## src/rtl/cursor_nav_if.sv

```systemverilog
// Button inputs and cursor outputs of the cursor navigation stage.
// The slave side is the cursor_nav block; the master side is whatever drives it.
interface cursor_nav_if;
   logic       btn_up;
   logic       btn_down;
   logic       btn_left;
   logic       btn_right;
   logic [3:0] x;
   logic [3:0] y;
   logic       move_pulse;
   logic       held;

   modport master (
      output btn_up, btn_down, btn_left, btn_right,
      input  x, y, move_pulse, held
   );

   modport slave (
      input  btn_up, btn_down, btn_left, btn_right,
      output x, y, move_pulse, held
   );
endinterface

```

## src/rtl/cursor_nav.sv

```systemverilog
// Cursor navigation: four raw buttons are synchronized, debounced and turned into
// a registered board cursor, with press-edge moves and single-button auto-repeat.
module cursor_nav #(
   parameter int BOARD_W         = 8,
   parameter int BOARD_H         = 8,
   parameter int DEBOUNCE_CYCLES = 4,
   parameter int REPEAT_DELAY    = 10,
   parameter int REPEAT_PERIOD   = 5,
   parameter int WRAP            = 1
) (
   input  logic          clk,
   input  logic          reset,
   cursor_nav_if.slave   bus
);
   localparam int MAX_RP = (REPEAT_DELAY > REPEAT_PERIOD) ? REPEAT_DELAY : REPEAT_PERIOD;
   localparam int MAX_C  = (MAX_RP > DEBOUNCE_CYCLES) ? MAX_RP : DEBOUNCE_CYCLES;
   localparam int CW     = $clog2(MAX_C + 1);
   localparam logic [3:0] X_MAX = 4'(BOARD_W - 1);
   localparam logic [3:0] Y_MAX = 4'(BOARD_H - 1);

   typedef enum logic [1:0] {
      ST_IDLE   = 2'd0,
      ST_DELAY  = 2'd1,
      ST_REPEAT = 2'd2
   } state_t;

   // Button bit order everywhere: [0]=up, [1]=down, [2]=left, [3]=right.
   logic [3:0]          raw_s;
   logic [3:0]          sync1_q, sync2_q;
   logic [3:0]          deb_q, deb_d, prev_q;
   logic [3:0][CW-1:0]  db_cnt_q, db_cnt_d;
   logic [CW-1:0]       rpt_cnt_q, rpt_cnt_d;
   state_t              state_q, state_d;
   logic [3:0]          x_q, x_d, y_q, y_d;
   logic                move_pulse_q, move_pulse_d;
   logic                held_q, held_d;
   logic [3:0]          press_s, mv_s;
   logic                changed_s, one_hot_s, fire_s;

   function automatic logic [3:0] step_inc(input logic [3:0] v, input logic [3:0] max_v);
      logic [3:0] r;
      if (v >= max_v) begin
         r = (WRAP != 0) ? 4'd0 : max_v;
      end else begin
         r = v + 4'd1;
      end
      return r;
   endfunction

   function automatic logic [3:0] step_dec(input logic [3:0] v, input logic [3:0] max_v);
      logic [3:0] r;
      if (v == 4'd0) begin
         r = (WRAP != 0) ? max_v : 4'd0;
      end else begin
         r = v - 4'd1;
      end
      return r;
   endfunction

   assign raw_s = {bus.btn_right, bus.btn_left, bus.btn_down, bus.btn_up};

   // Per-button debounce: a level flips only after DEBOUNCE_CYCLES disagreeing samples.
   always_comb begin
      deb_d    = deb_q;
      db_cnt_d = db_cnt_q;
      for (int i = 0; i < 4; i++) begin
         if (sync2_q[i] != deb_q[i]) begin
            if (db_cnt_q[i] >= CW'(DEBOUNCE_CYCLES - 1)) begin
               deb_d[i]    = ~deb_q[i];
               db_cnt_d[i] = '0;
            end else begin
               db_cnt_d[i] = db_cnt_q[i] + CW'(1);
            end
         end else begin
            db_cnt_d[i] = '0;
         end
      end
   end

   assign press_s   = deb_q & ~prev_q;
   assign changed_s = (deb_q != prev_q);
   assign one_hot_s = (deb_q != 4'd0) && ((deb_q & (deb_q - 4'd1)) == 4'd0);

   // Auto-repeat sequencing; any change in the held set cancels it.
   always_comb begin
      state_d   = state_q;
      rpt_cnt_d = rpt_cnt_q;
      fire_s    = 1'b0;
      case (state_q)
         ST_IDLE: begin
            if ((press_s != 4'd0) && one_hot_s) begin
               state_d   = ST_DELAY;
               rpt_cnt_d = CW'(REPEAT_DELAY);
            end else begin
               rpt_cnt_d = '0;
            end
         end
         ST_DELAY, ST_REPEAT: begin
            if (changed_s) begin
               state_d   = ST_IDLE;
               rpt_cnt_d = '0;
            end else if (rpt_cnt_q <= CW'(1)) begin
               fire_s    = 1'b1;
               state_d   = ST_REPEAT;
               rpt_cnt_d = CW'(REPEAT_PERIOD);
            end else begin
               rpt_cnt_d = rpt_cnt_q - CW'(1);
            end
         end
         default: begin
            state_d   = ST_IDLE;
            rpt_cnt_d = '0;
         end
      endcase
   end

   assign mv_s = press_s | (fire_s ? deb_q : 4'd0);

   // Axis updates are independent; opposite directions in one cycle cancel.
   always_comb begin
      case (mv_s[1:0])
         2'b01:   y_d = step_dec(y_q, Y_MAX);
         2'b10:   y_d = step_inc(y_q, Y_MAX);
         default: y_d = y_q;
      endcase
      case (mv_s[3:2])
         2'b01:   x_d = step_dec(x_q, X_MAX);
         2'b10:   x_d = step_inc(x_q, X_MAX);
         default: x_d = x_q;
      endcase
      move_pulse_d = (x_d != x_q) || (y_d != y_q);
      held_d       = |deb_q;
   end

   // All state, with synchronous active-low reset taking priority.
   always_ff @(posedge clk) begin
      if (!reset) begin
         sync1_q      <= 4'd0;
         sync2_q      <= 4'd0;
         deb_q        <= 4'd0;
         prev_q       <= 4'd0;
         db_cnt_q     <= '0;
         rpt_cnt_q    <= '0;
         state_q      <= ST_IDLE;
         x_q          <= 4'd0;
         y_q          <= 4'd0;
         move_pulse_q <= 1'b0;
         held_q       <= 1'b0;
      end else begin
         sync1_q      <= raw_s;
         sync2_q      <= sync1_q;
         deb_q        <= deb_d;
         prev_q       <= deb_q;
         db_cnt_q     <= db_cnt_d;
         rpt_cnt_q    <= rpt_cnt_d;
         state_q      <= state_d;
         x_q          <= x_d;
         y_q          <= y_d;
         move_pulse_q <= move_pulse_d;
         held_q       <= held_d;
      end
   end

   assign bus.x          = x_q;
   assign bus.y          = y_q;
   assign bus.move_pulse = move_pulse_q;
   assign bus.held       = held_q;
endmodule

```

## src/flat_wrapper.sv

```systemverilog
// flat-port wrapper written by rule: the top's interface ports become plain ports
module cursor_nav_flat 
#(
   parameter int BOARD_W         = 8,
   parameter int BOARD_H         = 8,
   parameter int DEBOUNCE_CYCLES = 4,
   parameter int REPEAT_DELAY    = 10,
   parameter int REPEAT_PERIOD   = 5,
   parameter int WRAP            = 1
)
  (clk, reset, bus_btn_up, bus_btn_down, bus_btn_left, bus_btn_right, bus_x, bus_y, bus_move_pulse, bus_held);
  cursor_nav_if bus_i ();
  input  logic clk;
  input  logic reset;
  input wire logic [$bits(bus_i.btn_up)-1:0] bus_btn_up;
  input wire logic [$bits(bus_i.btn_down)-1:0] bus_btn_down;
  input wire logic [$bits(bus_i.btn_left)-1:0] bus_btn_left;
  input wire logic [$bits(bus_i.btn_right)-1:0] bus_btn_right;
  output wire logic [$bits(bus_i.x)-1:0] bus_x;
  output wire logic [$bits(bus_i.y)-1:0] bus_y;
  output wire logic [$bits(bus_i.move_pulse)-1:0] bus_move_pulse;
  output wire logic [$bits(bus_i.held)-1:0] bus_held;
  assign bus_i.btn_up = bus_btn_up;
  assign bus_i.btn_down = bus_btn_down;
  assign bus_i.btn_left = bus_btn_left;
  assign bus_i.btn_right = bus_btn_right;
  assign bus_x = bus_i.x;
  assign bus_y = bus_i.y;
  assign bus_move_pulse = bus_i.move_pulse;
  assign bus_held = bus_i.held;
  cursor_nav #(.BOARD_W(BOARD_W), .BOARD_H(BOARD_H), .DEBOUNCE_CYCLES(DEBOUNCE_CYCLES), .REPEAT_DELAY(REPEAT_DELAY), .REPEAT_PERIOD(REPEAT_PERIOD), .WRAP(WRAP)) u_core (.clk(clk), .reset(reset), .bus(bus_i));
endmodule
```

## config.mk

```make
export PLATFORM = sky130hd
export DESIGN_NAME = cursor_nav_flat
export DESIGN_NICKNAME = d
export VERILOG_FILES = /design/src/rtl/cursor_nav_if.sv /design/src/rtl/cursor_nav.sv /design/src/flat_wrapper.sv
export SDC_FILE = /design/constraint.sdc
export NUM_CORES = 1
export LEC_CHECK = 0
export ABC_CLOCK_PERIOD_IN_PS = 3500
export CAP_MARGIN = 10
export CELL_PAD_IN_SITES_DETAIL_PLACEMENT = 1
export CELL_PAD_IN_SITES_GLOBAL_PLACEMENT = 2
export CORE_MARGIN = 2
export CORE_UTILIZATION = 35
export DETAILED_ROUTE_END_ITERATION = 7
export PLACE_DENSITY = 0.86
export SLEW_MARGIN = 20
export SYNTH_ARGS = -nofsm -noshare
export SYNTH_HDL_FRONTEND = slang
export SYNTH_SLANG_ARGS = --single-unit
```

## constraint.sdc

```tcl
create_clock -name clk -period 3.5 [get_ports clk]
set_input_delay 1.05 -clock clk [delete_from_list [all_inputs] [get_ports clk]]
set_output_delay 1.05 -clock clk [all_outputs]
set_load 0.02 [all_outputs]
```

==> summary.txt, run 1 <==
Clock network
  • Clock sink count: 48
  • CTS Buf Count: 5
  • CTS tree: built
  • H-Tree Depth: 2
  • Root Driver: clkbuf_8
  • CTS Buffer Depth: 2
  • Resized cells post-CTS: 0
  • # Post-CTS Setup Buffers: 0
  • Clk slew on worst S/H paths: 0.09 ns
  • CTS Hold Bufs: 0
  • Worst skew pair latency: 0.30 ns

Final layout
  • Most common cell after layout, fill and taps aside: dfxtp_1
  • Fillers: 768
  • Final core utilization: 0.412
  • ANT cells: 0
  • Share of layout cells above drive strength 1: 0.0549
  • P&R area growth vs syn: 14.7%
  • Design area: 2600 um^2
  • Layout Nets: 298
  • Commonest cells after routing, fill and taps aside: 48 x dfxtp_1, 26 x inv_1, 21 x nor2_1, 20 x ha_1, 15 x clkdlybuf4s50_1
  • Layout Cells excl Fill: 350

STA
  • Final setup vio count: 0
  • Post-route clock period utilization: 0.797
  • Fin. Hold Viols: 0
  • Clock skew: 0.00587 ns
  • Fin crit period: 2.79 ns
  • RSZ-0062 raised after global routing: false
  • Highest Clock Rate: 359 MHz
  • Hold slack: 0.423 ns
  • Final WS setup: 0.712 ns
  • Slew Limit Fails: 0
  • Setup_tns: 0 ns

Hold path
  • Hold path startpoint: u_core.db_cnt_q[8]
  • Worst hold-check path type: flop to flop

Yosys
  • Yosys top cell area share: 0.423
  • Cell accounting for the most synthesized area: dfxtp_1
  • Synth top area cells: dfxtp_1 42%, ha_1 11%, inv_1 4.3%, and2_1 3.6%, nor2_1 3.5%
  • Commonest register cell after synthesis: dfxtp_1
  • Yosys warning total: 0
  • Synth cell types: 49
  • Post-Syn Area: 2270 um^2
  • Asr flop ratio synth: 0
  • FF+latch count, synth: 48
  • Average size of a mapped cell: 9.12 um^2
  • Sequential share of the synthesized area: 0.423
  • Cell count after synthesis: 249
  • Number of synthesized flops with an enable pin: 0

Global route
  • Total GRT Usage: 0.143
  • Largest net degree at the start of global routing: 25
  • Initial antenna violation count: 0
  • Vias in the first global route: 1899
  • First-pass GRT wire length: 8370 um
  • Overflow after GRT: 0

Worst setup path
  • Worst setup path start: u_core.rpt_cnt_q[0]
  • CP Class: flop to flop
  • CP cell instances: inv_1, ha_1, o21ai_0, buf_4, nor3_1, a21oi_1, inv_1, ha_1, and3_1, a21oi_1, o32a_1, o21ai_0, a31oi_1
  • Nature of the critical path endpoint: flop
  • Slowest-stage cell, CP: nor3_1
  • Crit Reg-Reg Startpoint: u_core.rpt_cnt_q[0]
  • Crit Path Max Fanout: 9
  • R2R setup slack: 0.71 ns
  • Highest cell delay on the worst timing path: 0.38 ns
  • Critical Path RT: 3.67 ns
  • CP delay by family, top: compound AO/OA/AOI/OAI gates
  • Crit start category: flop
  • Worst Path Arrival: 2.96 ns
  • WP buf/inv: 3

Routing
  • DR vias/cell: 5.11
  • Routed vias: 1790
  • Routed len/inst: 13.1 um
  • Number of routed nets with antenna violations: 0
  • 1st-pass router iterations: 4
  • Starting DRT DRC Count: 51
  • Drt drc: 0
  • Drt total wl: 4590 um

Power and ir drop
  • PD cells: 441 nW/um^2
  • Max VDD drop: 0.207 mV
  • Overall power: 1.15 mW
  • P_leak: 1.15 nW

Placement
  • Placer Congestion: 0.843
  • DP Area: 2510 um^2
  • Post-detail-place hpwl: 3360 um
  • I/O Buffers: 15
  • Cell count after placement: 342
  • Place WS: 0.740 ns

Floorplan
  • Cell Rows: 29
  • Vert. Die Dim: 84.5 um
  • Initial core utilization: 0.359
  • Die area: 7150 um^2
  • Horiz. Die Dim: 84.5 um
  • Io pins: 16
  • Core box area: 6310 um^2

Flow run
  • Maxcap violations: 0

Outcome
  • Status: completed
-- sequential cells by signal, summed over array words and instances (netlist names) --
register	cells
u_core.db_cnt_q	16
u_core.bus.x	4
u_core.bus.y	4
u_core.deb_q	4
u_core.prev_q	4
u_core.rpt_cnt_q	4
u_core.sync1_q	4
u_core.sync2_q	4
u_core.state_q	2
u_core.bus.held	1
u_core.bus.move_pulse	1
-- power breakdown --
| group | total, mW | switching, mW | internal, mW |
|---|---|---|---|
| logic | 0.201 | 0.111 | 0.0903 |
| clock network | 0.347 | 0.185 | 0.162 |
| registers | 0.600 | 0.0259 | 0.574 |
-- worst paths after layout --
path / end / depth (start not counted)
max: u_core.bus.move_pulse / 13
min: u_core.db_cnt_q[8] / 1
max reg2reg: u_core.bus.move_pulse / 13
min reg2reg: u_core.db_cnt_q[8] / 1
-- cells in the mapped netlist, drive strengths merged (2+ instances only) --
cell type	count
a211oi	5
a21o	4
a21oi	11
a221oi	2
a31oi	4
and2	14
buf	3
clkbuf	5
dfxtp	48
ha	20
inv	26
mux2i	5
nand2	15
nand2b	3
nand3	9
nor2	21
nor2b	3
nor3	9
nor4	2
o211a	4
o21a	2
o21ai	6
o22ai	2
or3	3
xor2	6
-- worst reg2reg max path, cell delays in order, from the launching register on --
cell and delay [ns]:
dfxtp_1 0.35, inv_1 0.07, ha_1 0.17, o21ai_0 0.09, buf_4 0.16, nor3_1 0.38, a21oi_1 0.16, inv_1 0.08
ha_1 0.35, and3_1 0.24, a21oi_1 0.07, o32a_1 0.28, o21ai_0 0.15, a31oi_1 0.10
-- layout make-up --
cell class              count  area, um^2  area share
repair buffers             17         165      0.0635
clock buffers               6        82.6      0.0317
inverters                  26        97.6      0.0375
multi-input cells         174        1190       0.456
well taps                  77        96.3      0.0370
flip-flops and latches     48         961       0.369
clock inverters             2        13.8     0.00529
-- kinds of logic (layout without fill, tap and decap cells) --
group                      after synthesis  count (layout)  share of synthesized area
DFF                                     48              48                      0.423
adders and majority gates               20              20                      0.110
and+or+nand+nor                         82              82                      0.181
other                                    1               8                    0.00165
muxes                                    5               5                     0.0221
xor gates and xnor gates                 7               7                     0.0270
AOI/OAI and AO/OA                       52              52                      0.169
buffers and inverters                   34              51                     0.0656
-- metal layers --
metal | up-vias | global-route usage | part of all wire
li1 | 900 | - | -
met1 | 861 | 0.174 | 0.45
met2 | 24 | 0.251 | 0.50
met3 | 5 | 0.0265 | 0.032
met4 | 0 | 0.0548 | 0.014
met5 | - | 0 | 0
(Power assumes the default switching activity.)
==> inputs of run 2 (changes only) <==
--- a/config.mk
+++ b/config.mk
@@ -5,14 +5,14 @@
 export SDC_FILE = /design/constraint.sdc
 export NUM_CORES = 1
 export LEC_CHECK = 0
-export ABC_CLOCK_PERIOD_IN_PS = 3500
+export ABC_CLOCK_PERIOD_IN_PS = 2260
 export CAP_MARGIN = 10
 export CELL_PAD_IN_SITES_DETAIL_PLACEMENT = 1
 export CELL_PAD_IN_SITES_GLOBAL_PLACEMENT = 2
 export CORE_MARGIN = 2
-export CORE_UTILIZATION = 35
+export CORE_UTILIZATION = 33
 export DETAILED_ROUTE_END_ITERATION = 7
-export PLACE_DENSITY = 0.86
+export PLACE_DENSITY = 0.85
 export SLEW_MARGIN = 20
 export SYNTH_ARGS = -nofsm -noshare
 export SYNTH_HDL_FRONTEND = slang
==> constraint.sdc (replaced) <==
create_clock -name clk -period 2.26 [get_ports clk]
set_input_delay 0.678 -clock clk [delete_from_list [all_inputs] [get_ports clk]]
set_output_delay 0.678 -clock clk [all_outputs]
set_load 0.02 [all_outputs]
==> summary.txt, run 2 (synthesis results as in run 1) <==
Final layout
  • Layout Nets: 319
  • Biggest register: u_core.db_cnt_q
  • Most common cell after layout, fill and taps aside: dfxtp_1
  • Design area: 3010 um^2
  • Fillers: 794
  • Largest register FFs: 16
  • Commonest cells after routing, fill and taps aside: 41 x dfxtp_1, 21 x inv_1, 21 x nor2_1, 21 x buf_4, 15 x clkdlybuf4s50_1
  • ANT cells: 0
  • P&R area growth vs syn: 32.7%
  • Share of layout cells above drive strength 1: 0.252

Power and ir drop
  • PD cells: 680 nW/um^2
  • Switching power: 0.566 mW
  • Sw Share: 0.276
  • Comb pwr share: 0.224
  • Flop pwr share: 0.453
  • P_leak: 1.30 nW
  • Max VDD drop: 0.254 mV
  • Clock power frac: 0.323
  • P_int: 1.48 mW

STA
  • Final setup vio count: 0
  • Fin crit period: 2.23 ns
  • Fin. Hold Viols: 0
  • Post-route clock period utilization: 0.987
  • Clock skew: 0.00845 ns
  • Final WS setup: 0.0293 ns
  • Slew Limit Fails: 0
  • Highest Clock Rate: 448 MHz
  • Setup_tns: 0 ns
  • RSZ-0062 raised after global routing: true

Floorplan
  • Die area: 7560 um^2
  • Vert. Die Dim: 86.9 um
  • Initial core utilization: 0.338
  • Horiz. Die Dim: 86.9 um
  • Io pins: 16
  • Core box area: 6720 um^2
  • Cell Rows: 30

Worst setup path
  • Nature of the critical path endpoint: flop
  • CP Class: flop to flop
  • Crit start category: flop
  • WP buf/inv: 3
  • Critical Path RT: 2.49 ns
  • Slowest-stage cell, CP: dfxtp_2
  • R2R setup slack: 0.03 ns
  • CP delay by family, top: compound AO/OA/AOI/OAI gates
  • Highest cell delay on the worst timing path: 0.34 ns
  • CP cell instances: inv_2, ha_4, nand2_4, nor3_4, buf_6, a21o_1, inv_2, ha_4, and2_4, a211o_1, nand4_1, a21oi_2, a31oi_1
  • Worst Path Arrival: 2.46 ns
  • Crit Path Max Fanout: 3

Routing
  • Number of routed nets with antenna violations: 0
  • 1st-pass router iterations: 4
  • Starting DRT DRC Count: 53
  • Routed vias: 1890
  • Drt drc: 0
  • Routed len/inst: 13.9 um
  • DR vias/cell: 5.05
  • Drt total wl: 5200 um

Clock network
  • CTS tree: built
  • Worst skew pair latency: 0.30 ns
  • Clock sink count: 48
  • H-Tree Depth: 2
  • Root Driver: clkbuf_8
  • CTS Buf Count: 5
  • CTS Buffer Depth: 2
  • Clk slew on worst S/H paths: 0.09 ns

Global route
  • Total GRT Usage: 0.151
  • Vias in the first global route: 1959
  • Overflow after GRT: 0
  • First-pass GRT wire length: 9000 um
  • Largest net degree at the start of global routing: 19
  • Initial antenna violation count: 0

Flow run
  • Maxcap violations: 0

Placement
  • Placer Congestion: 0.891
  • DP Area: 2670 um^2
  • Post-detail-place hpwl: 3780 um
  • I/O Buffers: 15
  • Place WS: -0.131 ns

Hold path
  • Worst hold-check path type: flop to flop

Outcome
  • Status: completed
-- run 2: changes by cell type in the layout (fill, tap and decap cells not counted), sizes merged --
cell | previous run | this run
buf | 2 | 23
bufinv | 0 | 1
inv | 27 | 26
-- run 2: routing by layer --
layer	wire, um	track usage
met1	2440	0.191
met2	2530	0.252
met3	115	0.0313
met4	113	0.0568
met5	0	0
-- run 2: area by class of cell --
class                      instances  area, um^2  share of cell area
sequential                        48         970               0.322
timing repair buffer              38         330               0.110
clock buffer                       6        82.6              0.0274
clock inverter                     2        38.8              0.0129
tap                               80         100              0.0332
inverter                          26        97.6              0.0324
multi-input combinational        174        1390               0.463
-- run 2: power by group through the flow --
stage / sequential [mW] / combinational, mW / clock [mW]
global route: 0.936 / 0.512 / 0.721
detailed placement: 0.943 / 0.391 / 0
CTS: 0.924 / 0.413 / 0.681
global placement: 0.942 / 0.381 / 0
finish: 0.928 / 0.460 / 0.662
floorplan: 0.948 / 0.236 / 0
-- run 2: final timing paths --
check,start,endpoint,depth (start not counted)
worst max-delay path,u_core.state_q[0],u_core.bus.move_pulse,13
worst min-delay path,u_core.db_cnt_q[0],u_core.db_cnt_q[0],1
worst max register to register,u_core.state_q[0],u_core.bus.move_pulse,13
worst min register to register,u_core.db_cnt_q[0],u_core.db_cnt_q[0],1
-- run 2: worst reg2reg max path: cells and delay by family (launching register included) --
family | cells | cell delay [ns]
and+or+nand+nor | 4 | 0.55
buffers and inverters | 3 | 0.24
AOI/OAI and AO/OA | 4 | 0.62
DFF | 1 | 0.34
adders and majority gates | 2 | 0.42
-- run 2: metrics by stage --
| stage | utilization | total power, mW | hold slack, ns | cells |
|---|---|---|---|---|
| 2_1_floorplan | - | 1.18 | 0.399 | 256 |
| 3_3_place_gp | 0.398 | 1.32 | 0.409 | 364 |
| 3_5_place_dp | 0.398 | 1.33 | 0.417 | 364 |
| 4_1_cts | 0.426 | 2.02 | 0.430 | 372 |
| 5_1_grt | 0.448 | 2.17 | 0.442 | 374 |
| 6_report | 0.448 | 2.05 | 0.423 | 374 |
-- run 2: repair_timing --
item	CTS	global route
hold buffers	0	0
pin swaps	10	11
setup buffers	0	2
endpoints found under the setup margin	3	8
gates resized for setup	19	25
==> inputs of run 3 (changes only) <==
==> constraint.sdc (replaced) <==
create_clock -name clk -period 2.26 [get_ports clk]
set_input_delay 0.339 -clock clk [delete_from_list [all_inputs] [get_ports clk]]
set_output_delay 0.339 -clock clk [all_outputs]
set_load 0.02 [all_outputs]
==> summary.txt, run 3 (synthesis results as in run 1) <==
Routing
  • 1st-pass router iterations: 4
  • Starting DRT DRC Count: 43
  • Drt drc: 0
  • Number of routed nets with antenna violations: 0
  • DR vias/cell: 5.07
  • Drt total wl: 5710 um
  • Routed vias: 1915
  • Routed len/inst: 15.1 um

Global route
  • Initial antenna violation count: 0
  • Largest net degree at the start of global routing: 24
  • Overflow after GRT: 0
  • Vias in the first global route: 1970
  • Total GRT Usage: 0.155
  • First-pass GRT wire length: 9200 um

Final layout
  • Final core utilization: 0.464
  • Largest register FFs: 16
  • Share of layout cells above drive strength 1: 0.302
  • Most common cell after layout, fill and taps aside: dfxtp_1
  • Layout Nets: 324
  • Biggest register: u_core.db_cnt_q
  • Commonest cells after routing, fill and taps aside: 42 x dfxtp_1, 23 x buf_4, 21 x nor2_1, 16 x inv_1, 15 x clkdlybuf4s50_1
  • ANT cells: 0
  • P&R area growth vs syn: 37.5%

Floorplan
  • Io pins: 16
  • Horiz. Die Dim: 86.9 um
  • Initial core utilization: 0.338
  • Cell Rows: 30
  • Core box area: 6720 um^2
  • Die area: 7560 um^2
  • Vert. Die Dim: 86.9 um

STA
  • Final setup vio count: 1
  • Fin. Hold Viols: 0
  • Clock skew: 0.00835 ns
  • Post-route clock period utilization: 1.07
  • RSZ-0062 raised after global routing: true
  • Final WS setup: -0.156 ns
  • Setup_tns: -0.156 ns
  • Slew Limit Fails: 0
  • Fin crit period: 2.42 ns
  • Highest Clock Rate: 414 MHz

Outcome
  • Violated checks: negative setup slack
  • Status: finished, violations left

Power and ir drop
  • Clock power frac: 0.270
  • Max VDD drop: 0.248 mV
  • PD cells: 639 nW/um^2
  • P_int: 1.41 mW
  • Switching power: 0.587 mW
  • P_leak: 1.34 nW
  • Sw Share: 0.294
  • Flop pwr share: 0.467
  • Comb pwr share: 0.264

Clock network
  • CTS Buffer Depth: 2
  • Worst skew pair latency: 0.30 ns
  • Clock sink count: 48
  • H-Tree Depth: 2
  • CTS tree: built
  • CTS Buf Count: 5
  • Root Driver: clkbuf_8
  • Clk slew on worst S/H paths: 0.09 ns

Worst setup path
  • Slowest-stage cell, CP: dfxtp_2
  • CP Class: flop to flop
  • Worst Path Arrival: 2.59 ns
  • FF-to-FF path depth: 13
  • Nature of the critical path endpoint: flop
  • CP cell instances: inv_2, ha_4, nand2_4, nor3_4, buf_4, a21o_1, inv_2, ha_4, nor3_4, a21oi_2, o32a_1, o21ai_2, a31oi_1
  • Critical Path RT: 2.44 ns
  • Crit start category: flop
  • Crit Path Max Fanout: 5
  • Highest cell delay on the worst timing path: 0.36 ns

Placement
  • Post-detail-place hpwl: 3740 um
  • I/O Buffers: 15
  • Placer Congestion: 0.893

Flow run
  • Maxcap violations: 0

Hold path
  • Worst hold-check path type: flop to flop
  • Cells on Worst Hold Path: 1
[run 3: per-stage QoR]
stage	hold slack, ns	worst slack, ns	total power [mW]	instance area, um^2	std cells
floorplan	0.399	0.00795	1.18	2320	256
global placement	0.408	-0.0328	1.32	2670	363
detailed placement	0.416	-0.147	1.33	2670	363
CTS	0.430	0.00276	1.91	2900	372
global route	0.450	-0.288	2.11	3120	378
finish	0.422	-0.156	2.00	3120	378
[run 3: worst paths after layout]
path | slack [ns] | endpoint | startpoint
setup / recovery | -0.16 | u_core.bus.move_pulse | u_core.state_q[0]
hold / removal | 0.42 | u_core.db_cnt_q[0] | u_core.db_cnt_q[0]
hold reg to reg | 0.42 | u_core.db_cnt_q[0] | u_core.db_cnt_q[0]
setup reg to reg | -0.16 | u_core.bus.move_pulse | u_core.state_q[0]
[run 3: area by class of cell]
cell class / instances / area [um^2]
clock buffer: 6 / 82.6
multi-input combinational: 174 / 1480
fill: 760 / 3600
clock inverter: 1 / 8.76
timing repair buffer: 43 / 379
tap: 80 / 100
sequential: 48 / 971
inverter: 26 / 100
[run 3: power groups by stage]
stage | registers, mW | clock network (mW) | logic, mW
detailed placement | 0.942 | 0 | 0.393
finish | 0.931 | 0.538 | 0.526
global placement | 0.938 | 0 | 0.384
CTS | 0.924 | 0.555 | 0.430
global route | 0.937 | 0.595 | 0.579
floorplan | 0.948 | 0 | 0.236
[run 3: worst max-delay path, delay by kind of cell (launching register included)]
| family | cells | cell delay (ns) |
|---|---|---|
| and+or+nand+nor | 3 | 0.43 |
| buffers and inverters | 3 | 0.28 |
| DFF | 1 | 0.36 |
| adders and majority gates | 2 | 0.46 |
| AOI/OAI and AO/OA | 5 | 0.77 |
[run 3: routing by layer]
metal	global-route usage	routed length [um]
met1	0.190	2480
met2	0.268	2980
met3	0.0303	125
met4	0.0582	127
met5	0	0
[run 3: repair_timing]
item                                   4_1_cts  5_1_grt
pin swaps                                   15       22
endpoints found under the hold margin        0        0
hold buffers                                 0        0
setup endpoints to repair                    4        5
buffers inserted                             2        7
gates resized for setup                     27       41
